<file path="src/rtl/alu_rx_pkg.sv">
// alu_rx_pkg: shared types and parity helper for the ALU serial link receiver.
package alu_rx_pkg;
    localparam int MAX_DATA_W = 64;
    typedef enum logic {WORD_DATA = 1'b0, WORD_CMD = 1'b1} word_type_t;
    typedef enum logic {COLLECT = 1'b0, PENDING_CHECK = 1'b1} rx_state_t;
    typedef struct packed {
        logic overflow;
        logic parity;
    } rx_err_t;
    // Narrower payloads are zero-extended, which leaves the XOR unchanged.
    function automatic logic parity_calc(input logic typ, input logic [MAX_DATA_W-1:0] data, input logic odd);
        return typ ^ (^data) ^ odd;
    endfunction
endpackage

</file>
<file path="src/rtl/alu_word_rx.sv">
// alu_word_rx: deserialises one parity-protected word (type, data MSB first, parity) per WORD_W sampled bits.
module alu_word_rx
    import alu_rx_pkg::*;
#(
    parameter int DATA_W     = 8,
    parameter int PARITY_ODD = 0
) (
    input  logic              clk,
    input  logic              rst,
    input  logic              enable_n,
    input  logic              din,
    output logic              word_done,
    output word_type_t        word_type,
    output logic [DATA_W-1:0] word_data,
    output logic              parity_ok,
    output logic              frame_err
);
    localparam int WORD_W = DATA_W + 2;
    localparam int CW = $clog2(WORD_W + 1);
    localparam logic [CW-1:0] LAST = CW'(WORD_W - 1);
    logic [DATA_W:0] sr;
    logic [CW-1:0]   cnt;
    always_ff @(posedge clk) begin
        if (rst) begin
            cnt       <= '0;
            sr        <= '0;
            word_done <= 1'b0;
            word_type <= WORD_DATA;
            word_data <= '0;
            parity_ok <= 1'b0;
            frame_err <= 1'b0;
        end else begin
            word_done <= 1'b0;
            frame_err <= 1'b0;
            if (!enable_n) begin
                sr <= {sr[DATA_W-1:0], din};
                if (cnt == LAST) begin
                    cnt       <= '0;
                    word_done <= 1'b1;
                    word_type <= word_type_t'(sr[DATA_W]);
                    word_data <= sr[DATA_W-1:0];
                    parity_ok <= din == parity_calc(sr[DATA_W], MAX_DATA_W'(sr[DATA_W-1:0]), PARITY_ODD != 0);
                end else begin
                    cnt <= cnt + 1'b1;
                end
            end else if (cnt != '0) begin
                cnt       <= '0;
                frame_err <= 1'b1;
            end
        end
    end
endmodule

</file>
<file path="src/rtl/alu_serial_rx.sv">
// alu_serial_rx: assembles received words into operand/command packets on a valid/ready interface.
module alu_serial_rx
    import alu_rx_pkg::*;
#(
    parameter int DATA_W     = 8,
    parameter int MAX_OPS    = 4,
    parameter int PARITY_ODD = 0
) (
    input  logic                        clk,
    input  logic                        rst,
    input  logic                        enable_n,
    input  logic                        din,
    output logic                        pkt_valid,
    input  logic                        pkt_ready,
    output logic [DATA_W-1:0]           pkt_cmd,
    output logic [MAX_OPS*DATA_W-1:0]   pkt_ops,
    output logic [$clog2(MAX_OPS+1)-1:0] pkt_count,
    output logic [1:0]                  pkt_err,
    output logic                        frame_err,
    output logic                        overrun
);
    localparam int CW = $clog2(MAX_OPS + 1);
    localparam logic [CW-1:0] LAST_OP = CW'(MAX_OPS - 1);
    logic                      word_done, parity_ok, cmd_done;
    word_type_t                word_type;
    logic [DATA_W-1:0]         word_data;
    rx_state_t                 state, state_d;
    logic [CW-1:0]             op_cnt;
    logic [MAX_OPS*DATA_W-1:0] ops_q;
    rx_err_t                   err_q, pkt_err_q;

    alu_word_rx #(.DATA_W(DATA_W), .PARITY_ODD(PARITY_ODD)) u_word_rx (
        .clk(clk), .rst(rst), .enable_n(enable_n), .din(din),
        .word_done(word_done), .word_type(word_type), .word_data(word_data),
        .parity_ok(parity_ok), .frame_err(frame_err)
    );

    assign cmd_done = word_done && word_type == WORD_CMD;
    assign pkt_err  = pkt_err_q;

    // PENDING_CHECK: buffer full, further data words only flag overflow.
    always_ff @(posedge clk) begin
        if (rst) state <= COLLECT;
        else     state <= state_d;
    end

    always_comb begin
        state_d = (frame_err || cmd_done) ? COLLECT :
                  (word_done && state == COLLECT && op_cnt == LAST_OP) ? PENDING_CHECK : state;
    end

    always_ff @(posedge clk) begin
        if (rst) begin
            op_cnt    <= '0;
            ops_q     <= '0;
            err_q     <= '0;
            pkt_valid <= 1'b0;
            pkt_cmd   <= '0;
            pkt_ops   <= '0;
            pkt_count <= '0;
            pkt_err_q <= '0;
            overrun   <= 1'b0;
        end else begin
            overrun <= 1'b0;
            if (pkt_valid && pkt_ready) pkt_valid <= 1'b0;
            if (frame_err) begin
                op_cnt <= '0;
                ops_q  <= '0;
                err_q  <= '0;
            end else if (cmd_done) begin
                if (!pkt_valid || pkt_ready) begin
                    pkt_valid <= 1'b1;
                    pkt_cmd   <= word_data;
                    pkt_ops   <= ops_q;
                    pkt_count <= op_cnt;
                    pkt_err_q <= {err_q.overflow, err_q.parity | !parity_ok};
                end else begin
                    overrun <= 1'b1;
                end
                op_cnt <= '0;
                ops_q  <= '0;
                err_q  <= '0;
            end else if (word_done) begin
                if (state == COLLECT) begin
                    for (int i = 0; i < MAX_OPS; i++)
                        if (op_cnt == CW'(i)) ops_q[i*DATA_W +: DATA_W] <= word_data;
                    op_cnt <= op_cnt + 1'b1;
                end else begin
                    err_q.overflow <= 1'b1;
                end
                if (!parity_ok) err_q.parity <= 1'b1;
            end
        end
    end
endmodule

</file>
<file path="config.mk">
export PLATFORM = sky130hd
export DESIGN_NAME = alu_serial_rx
export DESIGN_NICKNAME = d
export VERILOG_FILES = /design/src/rtl/alu_rx_pkg.sv /design/src/rtl/alu_word_rx.sv /design/src/rtl/alu_serial_rx.sv
export SDC_FILE = /design/constraint.sdc
export NUM_CORES = 1
export LEC_CHECK = 0
export BUFFER_PORTS_ARGS = -buffer_cell sky130_fd_sc_hd__buf_2
export CORE_ASPECT_RATIO = 0.8
export CORE_MARGIN = 2
export CORE_UTILIZATION = 32
export CTS_CLUSTER_SIZE = 25
export DETAILED_ROUTE_END_ITERATION = 12
export PLACE_DENSITY = 0.56
export SLEW_MARGIN = 10
export SYNTH_ARGS = -nofsm -noshare
export SYNTH_HDL_FRONTEND = slang
export SYNTH_SLANG_ARGS = --single-unit
</file>
<file path="constraint.sdc">
create_clock -name clk -period 2 [get_ports clk]
set_clock_uncertainty 0.15 [all_clocks]
set_input_delay 0 -clock clk [delete_from_list [all_inputs] [get_ports clk]]
set_output_delay 0 -clock clk [all_outputs]
set_load 0.005 [all_outputs]
</file>
Word-level counts from Yosys, hierarchy flattened
Index checks and enable logic that the tools add are counted.
Word-level totals
  bits of input ports: 5
  logic and storage cells: 72
  register bits after elaboration: 110
  output and inout port bits: 48
Cells by class
  multiplexer cells: 10
  equality and inequality tests: 6
  bitwise gates (word level): 7
  reductions and logical operators: 25
  add/subtract/negate cells: 2
Operator list (number)
  parity 64 bit: 1
  AND reduction 3 bit: 5
  2-to-1 mux 4 bit: 3
  AND reduction 2 bit: 4
  2-to-1 mux 1 bit: 7
  equality test 3 x 2 -> 1 bit (second input constant): 2
  OR reduction 2 bit: 3
  OR reduction 3 bit: 2
  NOT 1 bit: 5
  adder 4 x 1 -> 4 bit (second input constant): 1
  equality test 4 bit (second input constant): 1
  logical AND 1 bit: 4
  nonzero test 4 bit: 1
  adder 3 x 1 -> 3 bit (second input constant): 1
  equality test 3 x 1 -> 1 bit (second input constant): 1
  logical NOT 3 bit: 1
  logical NOT 1 bit: 2
  logical OR 1 bit: 2
  != test 2 x 1 -> 1 bit (second input constant): 1
  equality test 1 bit: 1
  bitwise OR 1 bit: 1
  bitwise XOR 1 bit: 1

Longest topological paths before layout
  word-level depth: 5
  gate-level depth with buffers: 7
  gate-level depth less buffers: 6

Cells and area by module
A second synthesis with hierarchy kept.
Second synthesis, totals
  cells, all modules: 471
  area total of the unflattened synthesis: 4326.6 um2
Modules (own cells, without submodules)
  alu_serial_rx: sequential area each 1701.6 um2, cells each 360, instances 1, area each 3281.9 um2
  alu_word_rx: sequential area each 500.5 um2, cells each 111, instances 1, area each 1044.8 um2

Worst setup path after synthesis
Ideal clock, no wire load.
  path kind: flip-flop to flip-flop
  from: register u_word_rx.cnt[1]
  to: register u_word_rx.parity_ok
  cell stages (with the launch flop): 8
  period minus slack after synthesis: 1.633 ns
  setup time: 0.073 ns
  setup slack: 0.367 ns
  required time: 1.777 ns
  path buffers: 1
  arrival time: 1.410 ns
  cell sequence: dfxtp_1 inv_1 ha_1 nor2b_1 and3b_1 buf_6 or3_1 o211ai_2
On the way
  word-level cells in the longest chain between the ends: 2
Ends and longest elaborated chain
  start: declaration: line alu_word_rx.sv:22  | logic [CW-1:0] cnt;
  start signal: assignment: line alu_word_rx.sv:44  | cnt <= cnt + 1'b1;
  equality test 4 bit: line alu_word_rx.sv:37  | if (cnt == LAST) begin
  AND reduction 2 bit (no source line)
  end signal: assignment: line alu_word_rx.sv:42  | parity_ok <= din == parity_calc(sr[DATA_W], MAX_DATA_W'(sr[DATA_W-1:0]), PARITY_ODD != 0);
  end: declaration: line alu_word_rx.sv:15  | output logic parity_ok,
No other way between the ends.
A chain may end at the register's enable or synchronous reset.

Final worst setup path
  from: register u_word_rx.cnt[0]
  to: register u_word_rx.parity_ok
The elaborated chain is that of the path after synthesis.

==> flow_summary.json <==
{
  "dieArea_sq_um": 13800,
  "async_reset_ff_share_pct": 0,
  "synth_edf_count": 0,
  "p_leak_nw": 1.80,
  "synth_area_leaders": "dfxtp_1 53%, nand2_1 15%, a21oi_1 11%",
  "p_per_area_nw_per_um2": 836,
  "hold_viol": 0,
  "crit_type": "flop to flop",
  "yosys_most_used_dff": "dfxtp_1",
  "clk-insertion-delay-late_ns": 0.34,
  "whs_ns": 0.301,
  "worst-slew-pin-transition_ns": 0.399,
  "dpl.hpwl_mm": 6.22,
  "period_share_pct": 88.7,
  "gp_congestion": 0.729,
  "rsz0062_at_grt": "no",
  "min_path_type": "flop to flop",
  "route.met2.wl_mm": 3.65,
  "dpl_cell_area_sq_um": 4500,
  "met3_length_um": 470,
  "ios": 53,
  "grt_overflow": 0,
  "syn_inst": 490,
  "root_buffer": "clkbuf_16",
  "final_common_cell": "nand2_1",
  "final_cell_mix": "167 x nand2_1, 110 x dfxtp_1, 91 x a21oi_1",
  "grt_util_all_layers_pct": 13.7,
  "cap_violations": 0,
  "maxSlewHeadroom_pct": 73.4,
  "cp-end-kind": "flop",
  "antenna_found_initial": 0,
  "synth_seq_cells": 110,
  "grt_max_degree": 46,
  "syn_area_sq_um": 4130,
  "drt_iter0_markers": 171,
  "slew_viol_final": 0,
  "cts_buffers": 9,
  "synth_warnings": 0,
  "fin_crit_ns": 1.77,
  "syn_avg_cell_area_sq_um": 8.42,
  "fin_area_sq_um": 4840,
  "dr.pass1.iters": 4,
  "synthesis.nets": 503,
  "die_y_um": 106,
  "synth-seq-area-share_pct": 53.4,
  "grt_pass1_vias": 2972,
  "clock_sinks": 110,
  "wl_met1_mm": 4.85,
  "netlist.area_leader.share_pct": 53.4,
  "n_antenna_cell": 0,
  "path_max_fanout": 10,
  "cts_tree": "yes",
  "wl_mm": 9.00,
  "top_layer": "met4",
  "initial_utilization_pct": 32.4,
  "vias": 3240,
  "fmax_mhz": 563,
  "ir_drop_uv": 465,
  "tns_ns": 0,
  "area_growth_pct": 17.4,
  "synth_largest_area_cell": "dfxtp_1",
  "fin_nets": 549,
  "finalSetupViolCount": 0,
  "crit_required_ns": 2.08,
  "clockBufferDepth": 2,
  "drc": 0,
  "finalPower_mw": 4.05,
  "drive_gt1_share_pct": 14.6,
  "arrival_ns": 1.86,
  "ys_types": 34,
  "outcome": "completed",
  "cts_max_level": 3,
  "final_antenna_net_count": 0,
  "grt_first_pass_wirelength_mm": 14.9,
  "fp.dieW_um": 131,
  "clk_pin_slew_ns": 0.07,
  "rows": 37,
  "wl_per_cell_um": 12.6,
  "fin_util_pct": 38.1,
  "critPathLaunchType": "flop",
  "io_buffers": 52,
  "routed_via_density": 4.53,
  "core-area_sq_um": 12700
}
-- power breakdown --
group | internal [mW] | switching [mW] | total (mW)
Sequential | 2.20 | 0.0102 | 2.21
Combinational | 0.0444 | 0.0683 | 0.113
Clock | 0.952 | 0.781 | 1.73
-- final cells by class --
class                      count  area [sq um]
fill                        1315          7890
sequential                   110          2200
multi-input combinational    342          1710
timing repair buffer          66           390
clock buffer                  12           267
tap                          175           219
clock inverter                 3          26.3
inverter                       7          26.3
-- flip-flops by register name, summed over array words and instances, names as in the netlist, 3 cells and up --
signal,count
pkt_ops,32
u_word_rx.sr,9
op_cnt,3
ops_q,32
u_word_rx.cnt,4
pkt_count,3
pkt_cmd,8
u_word_rx.word_data,8
-- worst max-delay path, cell delays in order, from the launching register on --
cell	delay, ns
dfxtp_1	0.45
ha_1	0.21
nor2b_1	0.22
and3b_1	0.38
or3_1	0.18
o211ai_2	0.08
-- per-stage QoR --
| stage | cells | setup slack, ns |
|---|---|---|
| floorplan | 490 | 0.367 |
| global placement | 695 | 0.328 |
| detailed placement | 695 | 0.237 |
| CTS | 715 | 0.236 |
| global route | 715 | 0.0692 |
| finish | 715 | 0.225 |
-- synthesized netlist by cell type, types with 2 or more instances --
cell	count
inv_1	7
nor2b_1	2
a21oi_1	91
clkbuf_1	8
nand2_1	167
xor2_1	2
nand4b_1	2
nor3b_1	2
a211o_1	2
nand3_1	10
xnor2_1	7
ha_1	8
and2_1	3
buf_4	4
nor2_1	20
mux2i_1	9
buf_2	13
buf_6	5
dfxtp_1	110
nand2b_1	3
o21ai_0	2
-- cell families (layout without fill, tap and decap cells) --
family / Yosys count / in the layout / share of synthesized area [%]
XOR/XNOR: 10 / 10 / 2.46
adder cells (fa/ha/maj): 8 / 8 / 2.43
multiplexers: 9 / 9 / 2.18
AO/OA/AOI/OAI: 99 / 99 / 12.6
AND/OR/NAND/NOR: 216 / 216 / 21.8
buffers and inverters: 38 / 88 / 5.13
flip-flops: 110 / 110 / 53.4
-- worst paths after layout --
kind,from,end,slack (ns),depth (start not counted)
hold / removal,pkt_ops[23],pkt_ops[23],0.30,2
hold reg to reg,pkt_ops[23],pkt_ops[23],0.30,2
setup reg to reg,u_word_rx.cnt[0],u_word_rx.parity_ok,0.23,5
setup / recovery,u_word_rx.cnt[0],u_word_rx.parity_ok,0.23,5
-- metal layers --
metal | up-vias | GRT usage, %
met5 | - | 0
met4 | 0 | 4.33
met3 | 4 | 3.40
met2 | 73 | 19.1
met1 | 1474 | 20.7
li1 | 1689 | -
-- timing repair --
action / in CTS / in global routing
buffers inserted: 0 / 0
hold endpoints to repair: 20 / 0
gates resized for setup: 0 / 0
hold buffers: 5 / 0
(Power assumes the default switching activity.)
